### src/rtl/mem_arb_pkg.sv
// mem_arb_pkg: shared constants, read tag type and pointer helper for mem_arbiter.
package mem_arb_pkg;
    localparam int ADDR_W_DEF = 8;
    localparam int DATA_W_DEF = 32;

    typedef struct packed {
        logic       valid;
        logic [2:0] idx;
    } rd_tag_t;

    // With skip0 the pointer wraps to 1, leaving requester 0 out of the rotation.
    function automatic int rr_next(input int w, input int n, input bit skip0);
        return (w + 1 >= n) ? (skip0 ? 1 : 0) : w + 1;
    endfunction
endpackage

### src/rtl/rr_arbiter.sv
// rr_arbiter: combinational round-robin pick of the first request at or after ptr.
module rr_arbiter #(
    parameter int N = 4
) (
    input  logic [N-1:0]         req,
    input  logic [$clog2(N)-1:0] ptr,
    output logic [N-1:0]         gnt,
    output logic [$clog2(N)-1:0] gnt_idx
);
    localparam int W = $clog2(N);

    // Scan from farthest to nearest so the nearest requester overwrites the others.
    always_comb begin
        gnt = '0;
        gnt_idx = '0;
        for (int i = N - 1; i >= 0; i--) begin
            if (req[(int'(ptr) + i) % N]) begin
                gnt = '0;
                gnt[(int'(ptr) + i) % N] = 1'b1;
                gnt_idx = W'((int'(ptr) + i) % N);
            end
        end
    end
endmodule

### src/rtl/mem_arbiter.sv
// mem_arbiter: shares one single-port memory among NUM_REQ requesters, in-order read return.
// Define MEM_ARB_FIXED_PRIO_EN to make requester 0 win whenever it is valid.
module mem_arbiter
    import mem_arb_pkg::*;
#(
    parameter int NUM_REQ    = 4,
    parameter int ADDR_W     = ADDR_W_DEF,
    parameter int DATA_W     = DATA_W_DEF,
    parameter int MEM_RD_LAT = 1
) (
    input  logic                      clk_i,
    input  logic                      arst_i,
    input  logic [NUM_REQ-1:0]        req_valid_i,
    output logic [NUM_REQ-1:0]        req_ready_o,
    input  logic [NUM_REQ-1:0]        req_we_i,
    input  logic [NUM_REQ*ADDR_W-1:0] req_addr_i,
    input  logic [NUM_REQ*DATA_W-1:0] req_wdata_i,
    output logic [NUM_REQ-1:0]        rsp_valid_o,
    output logic [DATA_W-1:0]         rsp_rdata_o,
    output logic                      mem_srst_o,
    output logic [ADDR_W-1:0]         mem_addr_o,
    output logic                      mem_we_o,
    output logic [DATA_W-1:0]         mem_wdata_o,
    input  logic [DATA_W-1:0]         mem_rdata_i
);
    localparam int PW = $clog2(NUM_REQ);
`ifdef MEM_ARB_FIXED_PRIO_EN
    localparam bit FIXED = 1'b1;
`else
    localparam bit FIXED = 1'b0;
`endif

    logic [PW-1:0]      ptr_q, ptr_d, arb_idx, win;
    logic [NUM_REQ-1:0] arb_req, arb_gnt, gnt;
    logic               fire, srst_q, we_q, we_d;
    logic [ADDR_W-1:0]  addr_q, addr_d;
    logic [DATA_W-1:0]  wdata_q, wdata_d;
    rd_tag_t            tag_q [MEM_RD_LAT+1];
    rd_tag_t            tag_d [MEM_RD_LAT+1];

    rr_arbiter #(.N(NUM_REQ)) u_rr (
        .req     (arb_req),
        .ptr     (ptr_q),
        .gnt     (arb_gnt),
        .gnt_idx (arb_idx)
    );

    always_comb begin
        arb_req = FIXED ? (req_valid_i & ~NUM_REQ'(1)) : req_valid_i;
        gnt = (FIXED && req_valid_i[0]) ? NUM_REQ'(1) : arb_gnt;
        win = (FIXED && req_valid_i[0]) ? '0 : arb_idx;
        req_ready_o = srst_q ? '0 : gnt;
        fire = |req_ready_o;
        ptr_d = (fire && !(FIXED && win == '0)) ? PW'(rr_next(int'(win), NUM_REQ, FIXED)) : ptr_q;
        addr_d = fire ? req_addr_i[win*ADDR_W +: ADDR_W] : addr_q;
        wdata_d = fire ? req_wdata_i[win*DATA_W +: DATA_W] : wdata_q;
        we_d = fire & req_we_i[win];
        tag_d[0].valid = fire & ~req_we_i[win];
        tag_d[0].idx = 3'(win);
        for (int i = 1; i <= MEM_RD_LAT; i++) tag_d[i] = tag_q[i-1];
        rsp_valid_o = tag_q[MEM_RD_LAT].valid ? (NUM_REQ'(1) << tag_q[MEM_RD_LAT].idx) : '0;
        rsp_rdata_o = tag_q[MEM_RD_LAT].valid ? mem_rdata_i : '0;
    end

    // srst_q doubles as the memory reset stretch and the post-reset grant block.
    always_ff @(posedge clk_i or posedge arst_i) begin
        if (arst_i) begin
            ptr_q <= '0;
            srst_q <= 1'b1;
            we_q <= 1'b0;
            addr_q <= '0;
            wdata_q <= '0;
            tag_q <= '{default: '0};
        end else begin
            ptr_q <= ptr_d;
            srst_q <= 1'b0;
            we_q <= we_d;
            addr_q <= addr_d;
            wdata_q <= wdata_d;
            tag_q <= tag_d;
        end
    end

    assign mem_srst_o = srst_q;
    assign mem_addr_o = addr_q;
    assign mem_we_o = we_q;
    assign mem_wdata_o = wdata_q;
endmodule

### config.mk
export PLATFORM = sky130hd
export DESIGN_NAME = mem_arbiter
export DESIGN_NICKNAME = d
export VERILOG_FILES = /design/src/rtl/mem_arb_pkg.sv /design/src/rtl/rr_arbiter.sv /design/src/rtl/mem_arbiter.sv
export SDC_FILE = /design/constraint.sdc
export NUM_CORES = 1
export LEC_CHECK = 0
export CAP_MARGIN = 40
export CORE_AREA = 2 2 110 112
export DETAILED_ROUTE_END_ITERATION = 6
export DIE_AREA = 0 0 112 114
export PLACE_DENSITY = 0.77
export SKIP_LAST_GASP = 1
export SYNTH_ARGS = -nofsm -noshare
export SYNTH_HDL_FRONTEND = slang
export SYNTH_HIERARCHICAL = 1
export SYNTH_SLANG_ARGS = --single-unit
### constraint.sdc
create_clock -name clk_i -period 3.8 [get_ports clk_i]
set_clock_uncertainty 0.15 [all_clocks]
set_input_delay 0.57 -clock clk_i [delete_from_list [all_inputs] [get_ports clk_i]]
set_output_delay 0.57 -clock clk_i [all_outputs]
set_load 0.1 [all_outputs]
# After elaboration in Yosys (flattened, before gate mapping)
# Cells that the tools add are included.
dict set report totals {
  register_bits 50
  input_bits 202
  output_inout_bits 82
  elab_cells 73
}
dict set report op_classes {
  n_addsub 4
  order_cmp 10
  shift 3
  n_mux 33
  bitwise 6
  n_reduce_logical 8
}
# op n
set ops {}
lappend ops {{128-bit by 8-bit indexed part select with 32-bit output} 1}
lappend ops {{32-bit 2-to-1 mux} 1}
lappend ops {{32-bit by 6-bit indexed part select with 8-bit output} 1}
lappend ops {{4-bit 2-to-1 mux} 6}
lappend ops {{3-bit by 4-bit less-than comparator with 1-bit output (second input constant)} 3}
lappend ops {{1-bit 2-to-1 mux} 12}
lappend ops {{1-bit binary-select mux with 2-bit select} 5}
lappend ops {{2-bit 2-to-1 mux} 5}
lappend ops {{3-bit by 1-bit >= comparator with 1-bit output (second input constant)} 3}
lappend ops {{1-bit demux with 2-bit select} 4}
lappend ops {{2-bit by 3-bit less-than comparator with 1-bit output (second input constant)} 2}
lappend ops {{2-bit OR reduction} 3}
lappend ops {{2-bit adder (second input constant)} 2}
lappend ops {{1-bit logical AND} 4}
lappend ops {{4-bit OR reduction} 1}
lappend ops {{1-bit by 2-bit << shifter with 4-bit output (first input constant)} 1}
lappend ops {{2-bit by 1-bit adder with 3-bit output (second input constant)} 1}
lappend ops {{1-bit bitwise AND (first input constant)} 3}
lappend ops {{3-bit >= comparator (second input constant)} 1}
lappend ops {{2-bit by 1-bit adder with 2-bit output (second input constant)} 1}
lappend ops {{1-bit bitwise AND} 2}
lappend ops {{2-bit by 1-bit >= comparator with 1-bit output (second input constant)} 1}
lappend ops {{1-bit inverter} 1}

# Depth between registers and ports, before layout
# Gate-level depths: netlist of the first run.
dict set report depth {
  word_depth 14
  ltp_mapped 12
  ltp_nobuf 9
}

# Hierarchy
# The synthesis of the first run kept the hierarchy.
# module instances cells_per_inst area_per_inst_um2 seq_area_each_um2
set modules_own_cells {}
lappend modules_own_cells {mem_arbiter 1 199 3133.0 1252.5}
lappend modules_own_cells {rr_arbiter 1 60 490.5 0.0}

# Worst setup path after synthesis of the first run
# Ideal clock, no wire load.
dict set report synth_path {
  path_kind {register to output}
  from {reg ptr_q[1]}
  to {out req_ready_o[2]}
  arrival_ps 3688
  required_ps 3080
  slack_ps -608
  path_stages_with_launch 9
  n_path_buf 1
  path_cell_list {dfrtp_1 inv_1 ha_1 clkbuf_2 mux4_2 or4_1 a21o_1 o211ai_1 nor2b_1}
}
dict set report synth_via {
  elab_chain_cells 12
  elab_cells_between_ends 45
  cone_classes {add/sub: 3; order compare: 8; mux: 24; bitwise: 3; reduce/logical: 7}
}
# item line
set synth_lines {}
lappend synth_lines {{start, declared} mem_arbiter.sv:33} ;# logic [PW-1:0] ptr_q, ptr_d, arb_idx, win;
lappend synth_lines {{start signal, assigned} mem_arbiter.sv:75} ;# ptr_q <= ptr_d;
lappend synth_lines {{2-bit adder} {rr_arbiter.sv:17, rr_arbiter.sv:19}}
lappend synth_lines {{2-bit OR reduction (no line)} --}
lappend synth_lines {{1-bit bitwise AND (no line)} --}
lappend synth_lines {{3-bit by 4-bit less-than comparator with 1-bit output (implied by the code) / 3-bit by 1-bit >= comparator with 1-bit output (equally long branches)} rr_arbiter.sv:19} ;# gnt[(int'(ptr) + i) % N] = 1'b1;
lappend synth_lines {{1-bit logical AND (implied by the code)} rr_arbiter.sv:19}
lappend synth_lines {{1-bit 2-to-1 mux (implied by the code)} rr_arbiter.sv:19}
lappend synth_lines {{1-bit demux with 2-bit select} --}
lappend synth_lines {{4-bit 2-to-1 mux (3 in series)} rr_arbiter.sv:17} ;# if (req[(int'(ptr) + i) % N]) begin
lappend synth_lines {{4-bit 2-to-1 mux *} rr_arbiter.sv:17}
lappend synth_lines {{via arb_gnt[2]} mem_arbiter.sv:34} ;# logic [NUM_REQ-1:0] arb_req, arb_gnt, gnt;
lappend synth_lines {{4-bit 2-to-1 mux *} mem_arbiter.sv:52} ;# req_ready_o = srst_q ? '0 : gnt;
lappend synth_lines {{end, declared} mem_arbiter.sv:14} ;# output logic [NUM_REQ-1:0] req_ready_o,
# Mark *: on every way through the listed nets, which the timed path passes. The rest lies on a longest branch. The select of a mux whose other input is x is not followed.

# Final worst setup path of the first run
dict set report layout_path {
  from {in req_valid_i[0]}
  to {out req_ready_o[2]}
}
dict set report layout_via {
  elab_chain_cells 8
  elab_cells_between_ends 16
  cone_classes {mux: 16}
}
# item line
set layout_lines {}
lappend layout_lines {{start, declared} mem_arbiter.sv:13} ;# input logic [NUM_REQ-1:0] req_valid_i,
lappend layout_lines {{1-bit binary-select mux with 2-bit select} rr_arbiter.sv:17}
lappend layout_lines {{1-bit 2-to-1 mux (implied by the code) (2 in series)} rr_arbiter.sv:17}
lappend layout_lines {{4-bit 2-to-1 mux (3 in series)} rr_arbiter.sv:17}
lappend layout_lines {{4-bit 2-to-1 mux *} rr_arbiter.sv:17}
lappend layout_lines {{via arb_gnt[2]} mem_arbiter.sv:34}
lappend layout_lines {{4-bit 2-to-1 mux *} mem_arbiter.sv:52}
# Marks and branches as above.

==> results.toml, run 1 <==
[clock_network]
path_clk_slew_ps = 70
cts_made_buffers = 5
clock-sinks = 50
cts_resized = 0
cts_setup_buffers = 0
ctsHoldBuffers = 0
root_buffer = "clkbuf_16"
clk_latency_ps = 290
cts_tree = "built"
cts.htree.levels = 2
clockBufferDepth = 2

[pwr]
ir_drop_mv = 0.857
p_seq_share_pct = 11.9
clockPowerShare_pct = 5.6
internal_power_mw = 4.06
p_sw_mw = 4.21
power_density_mw_per_mm2 = 1080
power_frac_comb_pct = 82.5
power.share.switching_pct = 50.9
leakage_nw = 3.14
power.total_mw = 8.28

[final_layout]
drive_gt1_share_pct = 34.5
area.growth.synth_to_final_pct = 111
multi_input_area_mm2 = 0.00227
nets = 796
seq_area_mm2 = 0.00125
fillers = 848
antenna_cells = 0

[route]
drt_pass1_iterations = 4
route.vias.total = 3607
wl_um = 13600
drc = 0
first_iter_violations = 189
wl_per_cell_um = 18.6
ant_nets = 0
via_per_inst = 4.92

[synthesis]
synthArstFlopShare_pct = 100
ys_ff_latch = 50
synth_edf_count = 0
synthXorXnorAreaFrac_pct = 0
synth-simple-area-share_pct = 11.4
synthAdderAreaFrac_pct = 3.11
synth_cells = 259
synth_ff_type = "dfrtp_1"
yosysSeqAreaShare_pct = 34.6
syn_nets = 470
yosys_warnings = 6
synth_area_per_cell_um2 = 14.0
synthMuxAreaShare_pct = 42.9
yosysUniqueCellTypes = 44
synth_compound_area_share_pct = 3.97
synth_top_family_by_area = "multiplexers"
synth_area_mm2 = 0.00362

[worst_setup_path]
startpoint_type = "primary input"
crit_end = "req_ready_o[2]"
cp_cell_sequence = "clkdlybuf4s50_1 > mux4_2 > or4_1 > a21o_1 > o211ai_1 > nor2b_2 > buf_12"
cpLargestDelayFamily = "simple AND/OR/NAND/NOR gates"
required_ps = 3080
crit_start = "req_valid_i[0]"
critPathMaxStageDelay_ps = 510
crit_path_top_delay_cell = "or4_1"
criticalPathCategory = "primary input to primary output"
cp.depth = 7
r2r_cells = 11
reg2reg_slack_ps = 560
r2r-start = "ptr_q[0]"
endpoint_kind = "primary output"
rr_endpoint = "mem_wdata_o[11]"
cp_data_arrival_time_ps = 2840
cp_num_buf_inv = 2
worstPathMaxFanout = 7

[flow_run]
drv_cap = 0

[grt]
overflow = 0
grt_pass1_wl_um = 20500
grt_pass1_vias = 3856
grt_usage_pct = 20.7
antenna_found_initial = 0
grt_max_degree = 37

[outcome]
status = "finished, final reports clean"

[die]
start_util_pct = 30.9
rows = 40
ios = 284
dieArea_mm2 = 0.0128
die_w_um = 112
fp.coreArea_mm2 = 0.0117
die_y_um = 114

[timing]
hold_ws_ps = 201
rsz0062_at_grt = "false"
relSlewSlack_pct = 50.1
timing.final.max_slew_violations = 0
period_needed_ps = 3560
min_period_over_period_pct = 93.7
setup_viol = 0
hold_violations = 0
tns_ps = 0
worst_pin_slew_ps = 749
max_freq_mhz = 281

[place]
hpwl_um = 11400
io_buffer_count = 283
place.gp.congestion = 0.886

[min_path]
min_path_type = "flop to flop"
-- cell families (layout without fill, tap and decap cells) --
kind of cell | after synthesis | count (layout)
multiplexers | 90 | 90
AND/OR/NAND/NOR | 65 | 65
flip-flops | 50 | 50
buffers and inverters | 23 | 350
AO/OA/AOI/OAI | 21 | 21
adder cells (fa/ha/maj) | 9 | 9
other | 1 | 1
-- layout by cell type (no fill, tap or decap), types with 3 or more instances in the layout --
cell             count
nor2_1               5
and2_1              33
ha_1                 9
nor2b_2              4
mux2_4              13
a21oi_1              3
nand4_1              5
clkbuf_16            5
a22oi_1              3
buf_8               26
a31oi_1              3
mux4_1               3
mux4_2              40
buf_4               45
clkdlybuf4s50_1    242
buf_16              15
mux2_2              31
buf_12              10
mux2i_1              3
inv_1                3
dfrtp_1             49
-- power groups by stage --
stage	Combinational [mW]	Clock [mW]	Sequential (mW)
6_report	6.83	0.463	0.987
5_1_grt	7.09	0.499	1.02
4_1_cts	6.88	0.476	0.992
3_5_place_dp	6.87	0	1.00
3_3_place_gp	5.79	0	0.984
2_1_floorplan	2.82	0	2.60
-- layer usage --
layer	part of all wire [%]	vias up	wire [um]	GRT usage (%)
met5	0	-	0	0
met1	37	1748	5010	22.7
met2	54	182	7380	40.0
met4	2.1	0	287	5.45
li1	-	1658	-	-
met3	6.9	19	944	4.84
-- registers in the layout, indices dropped and copies added (netlist names) --
signal and flops:
mem_addr_o 8, mem_srst_o 1, mem_wdata_o 32, mem_we_o 1, ptr_q 2, tag_d 3
tag_q 3
-- worst min-delay path by stage --
| stage | startpoint | endpoint | slack, ps | cells after the start |
|---|---|---|---|---|
| finish | tag_d[0] | tag_q[0] | 200 | 0 |
| CTS | tag_d[0] | tag_q[0] | 200 | 0 |
| detailed placement | tag_d[0] | tag_q[0] | 180 | 0 |
| floorplan | tag_d[0] | tag_q[0] | 180 | 0 |
| global placement | tag_d[1] | tag_q[1] | 180 | 0 |
| global route | tag_d[1] | tag_q[1] | 210 | 0 |
-- stage by stage --
| step | util (%) | instances | worst slack [ps] | cell area (um^2) |
|---|---|---|---|---|
| 2_1_floorplan | - | 259 | -97.3 | 3630 |
| 3_3_place_gp | 56.9 | 683 | 246 | 6670 |
| 5_1_grt | 65.2 | 733 | 137 | 7640 |
| 3_5_place_dp | 63.9 | 725 | 221 | 7490 |
| 4_1_cts | 65.2 | 733 | 234 | 7640 |
| 6_report | 65.2 | 733 | 238 | 7640 |
-- synth_stat cells (2+ instances only) --
| master | n | area, um^2 |
|---|---|---|
| dfrtp_1 | 49 | 1230 |
| a22oi_1 | 3 | 22.5 |
| and2_1 | 33 | 206 |
| buf_6 | 6 | 67.6 |
| ha_1 | 9 | 113 |
| clkbuf_1 | 4 | 15.0 |
| inv_1 | 4 | 15.0 |
| nor2b_1 | 5 | 31.3 |
| a31oi_1 | 3 | 18.8 |
| o21ai_0 | 3 | 15.0 |
| nand2_1 | 2 | 7.51 |
| mux2_2 | 31 | 349 |
| mux4_2 | 40 | 901 |
| mux2i_1 | 3 | 30.0 |
| a21oi_1 | 3 | 15.0 |
| nor3b_1 | 2 | 15.0 |
| a21o_1 | 2 | 15.0 |
| buf_2 | 8 | 40.0 |
| nor2_1 | 5 | 18.8 |
| nand4_1 | 5 | 31.3 |
| nand3_1 | 2 | 10.0 |
| mux4_1 | 3 | 78.8 |
| mux2_4 | 13 | 195 |
-- layout make-up --
cell class / instances / share of cell area, %
Clock buffer: 5 / 1.64
Clock inverter: 3 / 0.344
Inverter: 4 / 0.197
Multi-Input combinational cell: 186 / 29.8
Sequential cell: 50 / 16.4
Tap cell: 147 / 2.41
Timing Repair Buffer: 338 / 49.3
Note: power is estimated with default switching activity, not from simulation.
==> inputs of run 2 (changes only) <==
--- a/config.mk
+++ b/config.mk
@@ -9,7 +9,7 @@
 export CORE_AREA = 2 2 110 112
 export DETAILED_ROUTE_END_ITERATION = 6
 export DIE_AREA = 0 0 112 114
-export PLACE_DENSITY = 0.77
+export PLACE_DENSITY_LB_ADDON = 0.1
 export SKIP_LAST_GASP = 1
 export SYNTH_ARGS = -nofsm -noshare
 export SYNTH_HDL_FRONTEND = slang
==> run 2 against run 1 <==
Effect of this change: via count shrank 1.1%; maximum frequency shrank 1.3%; utilization grew 1.6 points; non-clock buffer count shrank 2; combinational power grew 4.0%; sequential power shrank 0.4%; setup slack lost 46 ps; global-route usage shrank 0.71 points; cell area grew 2.5%; critical path depth is the same; register-to-register slack lost 90 ps.
==> results.toml, run 2 (synthesis results as in run 1) <==
[place]
hpwl_um = 11400
io_buffer_count = 283
place.gp.congestion = 0.809

[pwr]
ir_drop_mv = 0.854
clockPowerShare_pct = 5.4
p_seq_share_pct = 11.5
leakage_nw = 3.21
power_frac_comb_pct = 83.1
internal_power_mw = 4.28
power_density_mw_per_mm2 = 1090
power.share.switching_pct = 49.9
power.total_mw = 8.54
p_sw_mw = 4.26

[grt]
overflow = 0
grt_pass1_vias = 3811
antenna_found_initial = 1
grt_pass1_wl_um = 19800
grt_usage_pct = 20.0
grt_max_degree = 37

[timing]
period_needed_ps = 3610
worst_pin_slew_ps = 770
hold_violations = 0
tns_ps = 0
setup_viol = 0
hold_ws_ps = 197
timing.final.max_slew_violations = 0
rsz0062_at_grt = "false"
relSlewSlack_pct = 48.7
max_freq_mhz = 277
min_period_over_period_pct = 95.0

[route]
wl_per_cell_um = 18.1
first_iter_violations = 164
wl_um = 13300
drt_pass1_iterations = 4
via_per_inst = 4.87
ant_nets = 0
route.vias.total = 3568
drc = 0

[die]
start_util_pct = 30.9
fp.coreArea_mm2 = 0.0117
rows = 40
die_w_um = 112
die_y_um = 114
dieArea_mm2 = 0.0128
ios = 284

[worst_setup_path]
startpoint_type = "primary input"
worstPathMaxFanout = 8
cp_data_arrival_time_ps = 2890
criticalPathCategory = "primary input to primary output"
crit_path_top_delay_cell = "clkdlybuf4s50_1"
cp_cell_sequence = "clkdlybuf4s50_1 > mux4_2 > or4_1 > a21o_1 > o211ai_1 > nor2b_2 > buf_12"
r2r_cells = 11
endpoint_kind = "primary output"
critPathMaxStageDelay_ps = 520
required_ps = 3080

[final_layout]
final_cell_mix = "243 x clkdlybuf4s50_1, 49 x dfrtp_1, 42 x buf_4"
fillers = 863
nets = 794
largest_register_ffs = 32
drive_gt1_share_pct = 34.1
seq_area_mm2 = 0.00125
fin_util_pct = 66.8
final_common_cell = "clkdlybuf4s50_1"
area.growth.synth_to_final_pct = 116
multi_input_area_mm2 = 0.00227

[flow_run]
drv_cap = 0

[clock_network]
cts.htree.levels = 2
cts_tree = "built"
cts_resized = 0
path_clk_slew_ps = 70
clk_latency_ps = 280
root_buffer = "clkbuf_16"
cts_setup_buffers = 0
clock-sinks = 50
cts_made_buffers = 5
ctsHoldBuffers = 0
clockBufferDepth = 2

[min_path]
min_path_type = "flop to flop"
hold_depth = 0

[outcome]
status = "finished, final reports clean"
[run 2: worst paths after layout]
check	startpoint	end	slack, ps
max	req_valid_i[2]	req_ready_o[2]	190
min	tag_d[1]	tag_q[1]	200
min in group asynchronous	arst_i	mem_wdata_o[26]	480
max reg2reg	ptr_q[1]	mem_wdata_o[23]	470
min reg2reg	tag_d[1]	tag_q[1]	200
max in group asynchronous	arst_i	mem_wdata_o[1]	2500
[run 2: per-stage QoR]
step / setup slack, ps / std cells / instance area [um^2]
2_1_floorplan: -97.3 / 259 / 3630
6_report: 192 / 732 / 7830
5_1_grt: 86.6 / 732 / 7830
3_5_place_dp: 143 / 723 / 7670
4_1_cts: 186 / 731 / 7830
3_3_place_gp: 244 / 680 / 6630
[run 2: cell type report]
cell class	count	share of cell area (%)
multi-input cells	186	29.0
clock inverters	2	0.208
repair buffers	336	50.4
flip-flops and latches	50	16.0
well taps	147	2.35
inverters	4	0.192
diodes	1	0.0320
clock buffers	6	1.77
[run 2: layer usage]
layer	up-vias	wire length, um	global-route usage, %
li1	1655	-	-
met1	1696	4600	21.3
met2	193	7360	38.2
met3	24	926	4.36
met4	0	394	8.13
met5	-	0	0
[run 2: power groups by stage]
stage | Clock, mW | Combinational, mW | Sequential, mW
6_report | 0.460 | 7.10 | 0.983
5_1_grt | 0.498 | 7.37 | 1.02
4_1_cts | 0.472 | 7.18 | 0.987
3_5_place_dp | 0 | 7.17 | 0.992
3_3_place_gp | 0 | 5.84 | 0.975
2_1_floorplan | 0 | 2.82 | 2.60
[run 2: critical path: cells and delay by family]
kind	cells	cell delay (ps)
and+or+nand+nor	2	760
muxes	1	520
AOI/OAI and AO/OA	2	310
buffers and inverters	2	710
==> inputs of run 3 (changes only) <==
--- a/config.mk
+++ b/config.mk
@@ -9,7 +9,8 @@
 export CORE_AREA = 2 2 110 112
 export DETAILED_ROUTE_END_ITERATION = 6
 export DIE_AREA = 0 0 112 114
-export PLACE_DENSITY_LB_ADDON = 0.1
+export GPL_ROUTABILITY_DRIVEN = 0
+export PLACE_DENSITY = 0.8
 export SKIP_LAST_GASP = 1
 export SYNTH_ARGS = -nofsm -noshare
 export SYNTH_HDL_FRONTEND = slang
==> run 3 against run 2 <==
Effect of this change: utilization down 1.2 points; sequential power up 0.8%; highest routed layer unchanged; cell area down 1.8%; combinational power down 2%; total power down 1.4%; via count up 2.9%; setup slack worse by 46 ps; wire length up 3.0%; clock power up 2%; global-route usage up 0.87 points; first-iteration DRC count down 45%; non-clock buffer count up 1.
==> results.toml, run 3 (synthesis results as in run 1) <==
[outcome]
status = "finished, final reports clean"

[route]
wl_um = 13700
wl_met3_um = 985
wl_met2_um = 7500
route.vias.total = 3670
first_iter_violations = 91
wl_met1_um = 4970
drt_pass1_iterations = 4
ant_nets = 0
top_layer = "met4"
drc = 0
via_per_inst = 5.01
wl_per_cell_um = 18.7

[clock_network]
cts_tree = "built"
cts.htree.levels = 2
cts_made_buffers = 5
cts_setup_buffers = 0
ctsHoldBuffers = 0
clock-sinks = 50
cts_resized = 0
root_buffer = "clkbuf_16"
clk_latency_ps = 280
clockBufferDepth = 2
path_clk_slew_ps = 60

[final_layout]
drive_gt1_share_pct = 34.4
area.growth.synth_to_final_pct = 112
nets = 795
antenna_cells = 0
final_common_cell = "clkdlybuf4s50_1"
final_area_mm2 = 0.00769
fillers = 833
final_cells = 732
largest_register_ffs = 32
final_cell_mix = "242 x clkdlybuf4s50_1, 49 x dfrtp_1, 47 x buf_4"

[timing]
tns_ps = 0
fin_ws_ps = 145
timing.final.max_slew_violations = 0
rsz0062_at_grt = "false"
relSlewSlack_pct = 48.1
setup_viol = 0
hold_violations = 0
min_period_over_period_pct = 96.2
hold_ws_ps = 199
worst_pin_slew_ps = 778
max_freq_mhz = 274
period_needed_ps = 3650

[place]
placed_cells = 724
hpwl_um = 11200
pre_cts_ws_ps = 122
io_buffer_count = 283
dpl-instance-area_mm2 = 0.00753

[grt]
grt_max_degree = 37
antenna_found_initial = 0
grt_pass1_wl_um = 20700
overflow = 0
grt_pass1_vias = 3911
grt_usage_pct = 20.8

[die]
start_util_pct = 30.9
die_y_um = 114
rows = 40
ios = 284
dieArea_mm2 = 0.0128
die_w_um = 112
fp.coreArea_mm2 = 0.0117

[pwr]
power_density_mw_per_mm2 = 1100
ir_drop_mv = 0.787
leakage_nw = 3.16

[worst_setup_path]
endpoint_kind = "primary output"
cp_data_arrival_time_ps = 2930
required_ps = 3080
crit_path_top_delay_cell = "mux4_2"
critPathMaxStageDelay_ps = 540
criticalPathCategory = "primary input to primary output"
startpoint_type = "primary input"
reg2reg_slack_ps = 430
cp_num_buf_inv = 2
cp_cell_sequence = "clkdlybuf4s50_1 > mux4_2 > or4_1 > a21o_1 > o211ai_1 > nor2b_2 > buf_12"
worstPathMaxFanout = 8
cpLargestDelayFamily = "simple AND/OR/NAND/NOR gates"

[min_path]
min_path_type = "flop to flop"

[flow_run]
drv_cap = 0
==> run 3: changes by cell type in the layout (fill, tap and decap cells not counted), sizes merged <==
cell           previous run  this run
diode                     1         0
clkdlybuf4s50           243       242
buf                      93        95
==> run 3: worst reg2reg max path: stages (launching register included) <==
cell      delay [ps]
dfrtp_1          360
inv_1            110
ha_1             440
mux4_2           370
buf_4            180
and3_2           210
a41oi_1          210
o211ai_1         180
nor4_4           450
nor2_4            70
buf_12           190
mux2_4           330
==> run 3: worst paths after layout <==
path | start | endpoint | cells after the start
max in group asynchronous | arst_i | mem_srst_o | 3
worst max-delay path | req_valid_i[2] | req_ready_o[2] | 7
min in group asynchronous | arst_i | mem_wdata_o[7] | 2
worst max register to register | ptr_q[0] | mem_wdata_o[10] | 11
worst min register to register | tag_d[0] | tag_q[0] | 0
worst min-delay path | tag_d[0] | tag_q[0] | 0
==> run 3: per-stage QoR <==
step / util, % / total power, mW
after floorplan: - / 5.42
after global placement: 56.7 / 6.75
after detailed placement: 64.3 / 7.98
after CTS: 65.6 / 8.48
after global routing: 65.6 / 8.76
final: 65.6 / 8.42
==> run 3: final cells by class <==
type	count	area (um^2)	area share [%]
multi-input cells	186	2270	29.6
repair buffers	337	3810	49.5
clock inverters	2	16.3	0.212
clock buffers	6	139	1.81
well taps	147	184	2.39
inverters	4	15.0	0.195
flip-flops and latches	50	1250	16.3
==> run 3: where the power goes <==
group / switching [mW] / internal [mW] / total [mW]
Sequential: 0.175 / 0.816 / 0.991
Clock: 0.202 / 0.265 / 0.467
Combinational: 3.89 / 3.07 / 6.96
Total: 4.27 / 4.15 / 8.42
==> run 3: layer usage <==
metal,global-route usage (%),vias to the layer above
met1,23.6,1798
met5,0,-
li1,-,1652
met4,5.12,0
met3,4.94,14
met2,39.6,206
==> variant 1: new RTL, config.mk and constraints of run 3 <==
Reset style: synchronous (`arst_i`), changed in one clocked block.
--- a/src/rtl/mem_arbiter.sv
+++ b/src/rtl/mem_arbiter.sv
@@ -63,7 +63,7 @@
     end
 
     // srst_q doubles as the memory reset stretch and the post-reset grant block.
-    always_ff @(posedge clk_i or posedge arst_i) begin
+    always_ff @(posedge clk_i) begin
         if (arst_i) begin
             ptr_q <= '0;
             srst_q <= 1'b1;
Function: not settled (the Yosys comparison gave no result); the edit may change what the design does.
==> variant 1 against run 3 <==
Die area is the same; sequential power fell by 14%; combinational power is 27% lower; synthesized area shrank 9.4%; routed wire length increased by 0.68%; sequential cell count stayed put; critical path depth is the same; register-to-register slack improved by 0.03 ns; cell area shrank 4.0%; power is 24% lower; worst setup slack lost 0.054 ns.
==> variant 1: results (changes against run 3) <==
** Pwr
- Switching Fraction :: 48.7% (-2.0 points)
- The highest ir drop seen on vdd is 0.648 mV (-18%).
- Seq pwr :: 0.000851 W (-14%)
- The part of the power in combinational logic was 78.7% (-4.0 points).

** Critical path
- Cells on worst reg2reg path :: 10 (-1)
- Minimum setup slack among reg-to-reg paths :: 0.46 ns (+0.03 ns)
- Crit path DAT :: 2.99 ns (+0.06 ns)
- Endpoint of the lowest-slack register-to-register path :: mem_wdata_o[31]
- Reg-to-reg critical path startpoint :: ptr_q[0]

** Min path
- Cells on Worst Hold Path :: 1 (+1)
- Worst hold path startpoint :: tag_d[3]
- WHS Endpoint :: tag_q[3]

** Placement
- The number of placed instances, taps included is 736 (+1.7%).
- Minimum setup slack after placement :: 0.123 ns (+0.000729 ns)
- The placed standard-cell area was 7210 um^2 (-4.3%).
- The HPWL after detailed placement came to 11.5 mm (+2.6%).

** Global route
- The combined global-route utilization of all metal layers was 20.8% (about the same).
- The first-pass GRT wire length is 21.0 mm (+1.5%).

** Layout
- The count of fill cells added during filler insertion was 859 (+3.1%).
- Layout cell share with drive strength beyond 1 :: 27.5% (-6.9 points)
- The count of nets after finishing came to 807 (+1.5%).

** Logic synthesis
- In the synthesized netlist, the cells that appear most often are sky130_fd_sc_hd__dfxtp_1 (50), sky130_fd_sc_hd__mux4_2 (42), sky130_fd_sc_hd__a22o_1 (40).
- Cell variety after synth :: 43 (-2.3%)
- The post-synthesis async set-or-reset flop share came to 0% (-100 points).

** Routing
- The average detailed-routed wire length per instance is 18.5 um (-0.94%).
- The first-iteration detailed-routing DRC count is 210 (+130%).
- The via density per instance was 5.03 (+0.37%).

** STA
- The worst hold slack is 0.285 ns (+0.0865 ns).

** Outcome
- Result of the run :: finished, final reports clean
==> variant 1: worst max-delay path by stage <==
stage / start / end / slack, ns / depth (start not counted)
2_1_floorplan: ptr_q[1] / req_ready_o[2] / -0.07 / 8
3_3_place_gp: req_valid_i[2] / req_ready_o[2] / 0.18 / 7
3_5_place_dp: req_valid_i[2] / req_ready_o[2] / 0.12 / 7
4_1_cts: req_valid_i[2] / req_ready_o[2] / 0.11 / 7
5_1_grt: req_valid_i[2] / req_ready_o[2] / 0.0009 / 7
6_report: req_valid_i[2] / req_ready_o[2] / 0.09 / 7
==> variant 1: cell families (layout without fill, tap and decap cells) <==
| family | Yosys count | in the layout | share of synthesized area, % |
|---|---|---|---|
| AND/OR/NAND/NOR | 73 | 73 | 14.0 |
| AO/OA/AOI/OAI | 64 | 64 | 15.7 |
| flip-flops | 50 | 50 | 30.5 |
| multiplexers | 49 | 49 | 31.6 |
| buffers and inverters | 29 | 352 | 4.76 |
| adder cells (fa/ha/maj) | 9 | 9 | 3.43 |
==> variant 1: metal layers <==
layer  up-vias  routed length [um]  global-route usage (%)  share of wire [%]
met5         -                   0                       0                  0
met4         0                 225                    5.12                1.6
met3        24                1090                    5.05                7.9
met2       220                7580                    40.8                 55
met1      1773                4860                    22.4                 35
li1       1727                   -                       -                  -
==> variant 1: layout make-up <==
class,count,area (um^2),area share (%)
multi-input combinational,195,2170,29.4
inverter,4,15.0,0.203
clock inverter,3,47.5,0.644
tap,147,184,2.49
timing repair buffer,340,3840,52.0
clock buffer,5,125,1.69
sequential,50,1000,13.6
==> variant 2: new RTL, settings of run 3 <==
Without the edit above. Change the package constant `ADDR_W_DEF` from 8 to 6.
--- a/src/rtl/mem_arb_pkg.sv
+++ b/src/rtl/mem_arb_pkg.sv
@@ -1,6 +1,6 @@
 // mem_arb_pkg: shared constants, read tag type and pointer helper for mem_arbiter.
 package mem_arb_pkg;
-    localparam int ADDR_W_DEF = 8;
+    localparam int ADDR_W_DEF = 6;
     localparam int DATA_W_DEF = 32;
 
     typedef struct packed {
Ports: changed (resized mem_addr_o and req_addr_i); port bits go from 284 to 274. No check against the original RTL was run, so the function may have changed too.
==> variant 2 against run 3 <==
Clock power down 10%; sequential share of layout area is 0.11 points lower; power down 4.8%; cell area decreased by 3.3%; sequential cell count shrank 2; routed wire length fell by 5.5%; worst setup slack got worse by 0.057 ns; largest power group unchanged; synthesized area shrank 4.4%; count of clock-buffer cells in the layout decreased by 1; non-clock buffer count down 12.
==> variant 2: results (changes against run 3) <==
** Outcome
- The run finished with clean final reports.

** Global route
- Overall routing resource usage :: 20.0% (-0.87 points)
- Number of global-route vias before repair :: 3,832 (-2.0%)
- Maximum number of pins on one net before global-route repair :: 43 (+16%)
- The initial antenna violation count was 0 (unchanged).
- The first-pass GRT wire length is 20.0 mm (-3.5%).

** Pwr
- The net switching power of the design was 0.00406 W (-4.8%).
- P_leak :: 3.03 nW (-4.1%)
- Seq pwr :: 0.000949 W (-4.2%)
- Maximum vdd drop :: 0.839 mV (+6.6%)
- Part of the power in the clock network :: 5.2% (-0.3 points)

** Logic synthesis
- Most numerous cell types in the synthesized netlist :: sky130_fd_sc_hd__dfrtp_1 (47), sky130_fd_sc_hd__mux4_2 (40), sky130_fd_sc_hd__mux2_2 (36)
- The multiplexer area fraction after synthesis came to 41.9% (-0.94 points).
- The sequential element share of the synthesized area came to 34.7% (+0.15 points).
- The mean post-synth cell area came to 13.7 um^2 (-1.8%).
- The area share of fa/ha/maj cells after synthesis was 3.25% (+0.14 points).
- Async SR Flop Fraction :: 100% (unchanged)
- Cell variety after synth :: 43 (-2.3%)
- Post-synthesis xor/xnor area fraction :: 0% (unchanged)
- The synthesized-area fraction occupied by ao, oa, aoi and oai cells is 4.15% (+0.18 points).
- Mapped Nets :: 455 (-3.2%)

** Min path
- The path class of the tightest hold or removal check is register to register.
- The worst hold path begins at tag_d[3].
- The path with the worst hold slack has its endpoint at tag_q[3].

** Placement
- Area after detailed placement :: 7280 um^2 (-3.4%)
- The HPWL after detailed placement came to 10.7 mm (-4.5%).
- Minimum setup slack after placement :: 0.0855 ns (-0.0368 ns)
- IO Port Bufs :: 273 (-3.5%)
- Cell count after placement :: 704 (-2.8%)

** Layout
- The final design area excluding fillers is 7430 um^2 (-3.3%).
- The count of non-filler cells in the finished layout is 713 (-2.6%).
- The count of nets after finishing is 769 (-3.3%).
- Fill cells :: 845 (+1.4%)
- Layout cell share with drive strength beyond 1 :: 34.5% (+0.093 points)

** STA
- The worst hold slack came to 0.198 ns (-0.000860 ns).

** Critical path
- Cells on worst reg2reg path :: 10 (-1)
- The worst setup slack for register-to-register paths is 0.49 ns (+0.06 ns).
- Endpoint of the lowest-slack register-to-register path :: mem_wdata_o[13]
- Cell family with the largest share of critical-path delay :: simple AND/OR/NAND/NOR gates
- CP peak stage delay :: 0.58 ns (+0.04 ns)

** Routing
- Pre-Repair DR Iteration Count :: 4 (unchanged)
- The first-iteration detailed-routing DRC count was 160 (+76%).
- Total routed wirelength :: 12.9 mm (-5.5%)
- Routed via count :: 3,504 (-4.5%)
variant 2: changes by cell type in the layout (fill, tap and decap cells not counted), moves of 2 or more:
cell / delta
sky130_fd_sc_hd__mux2_4: -7
sky130_fd_sc_hd__dfrtp_1: -2
sky130_fd_sc_hd__buf_4: -4
sky130_fd_sc_hd__clkdlybuf4s50_1: -9
sky130_fd_sc_hd__mux2_2: +5
sky130_fd_sc_hd__mux4_1: -2
variant 2: layout make-up:
cell class / count / area share [%]
Clock buffer: 5 / 1.68
Tap cell: 147 / 2.48
Timing Repair Buffer: 325 / 50.1
Inverter: 4 / 0.202
Clock inverter: 2 / 0.168
Sequential cell: 48 / 16.2
Multi-Input combinational cell: 182 / 29.2
variant 2: metal layers:
metal | up-vias | routed length, um | global-route usage (%)
met4 | 0 | 295 | 5.37
met1 | 1695 | 4560 | 22.1
met2 | 195 | 7060 | 38.0
met3 | 21 | 1010 | 5.05
met5 | - | 0 | 0
li1 | 1593 | - | -
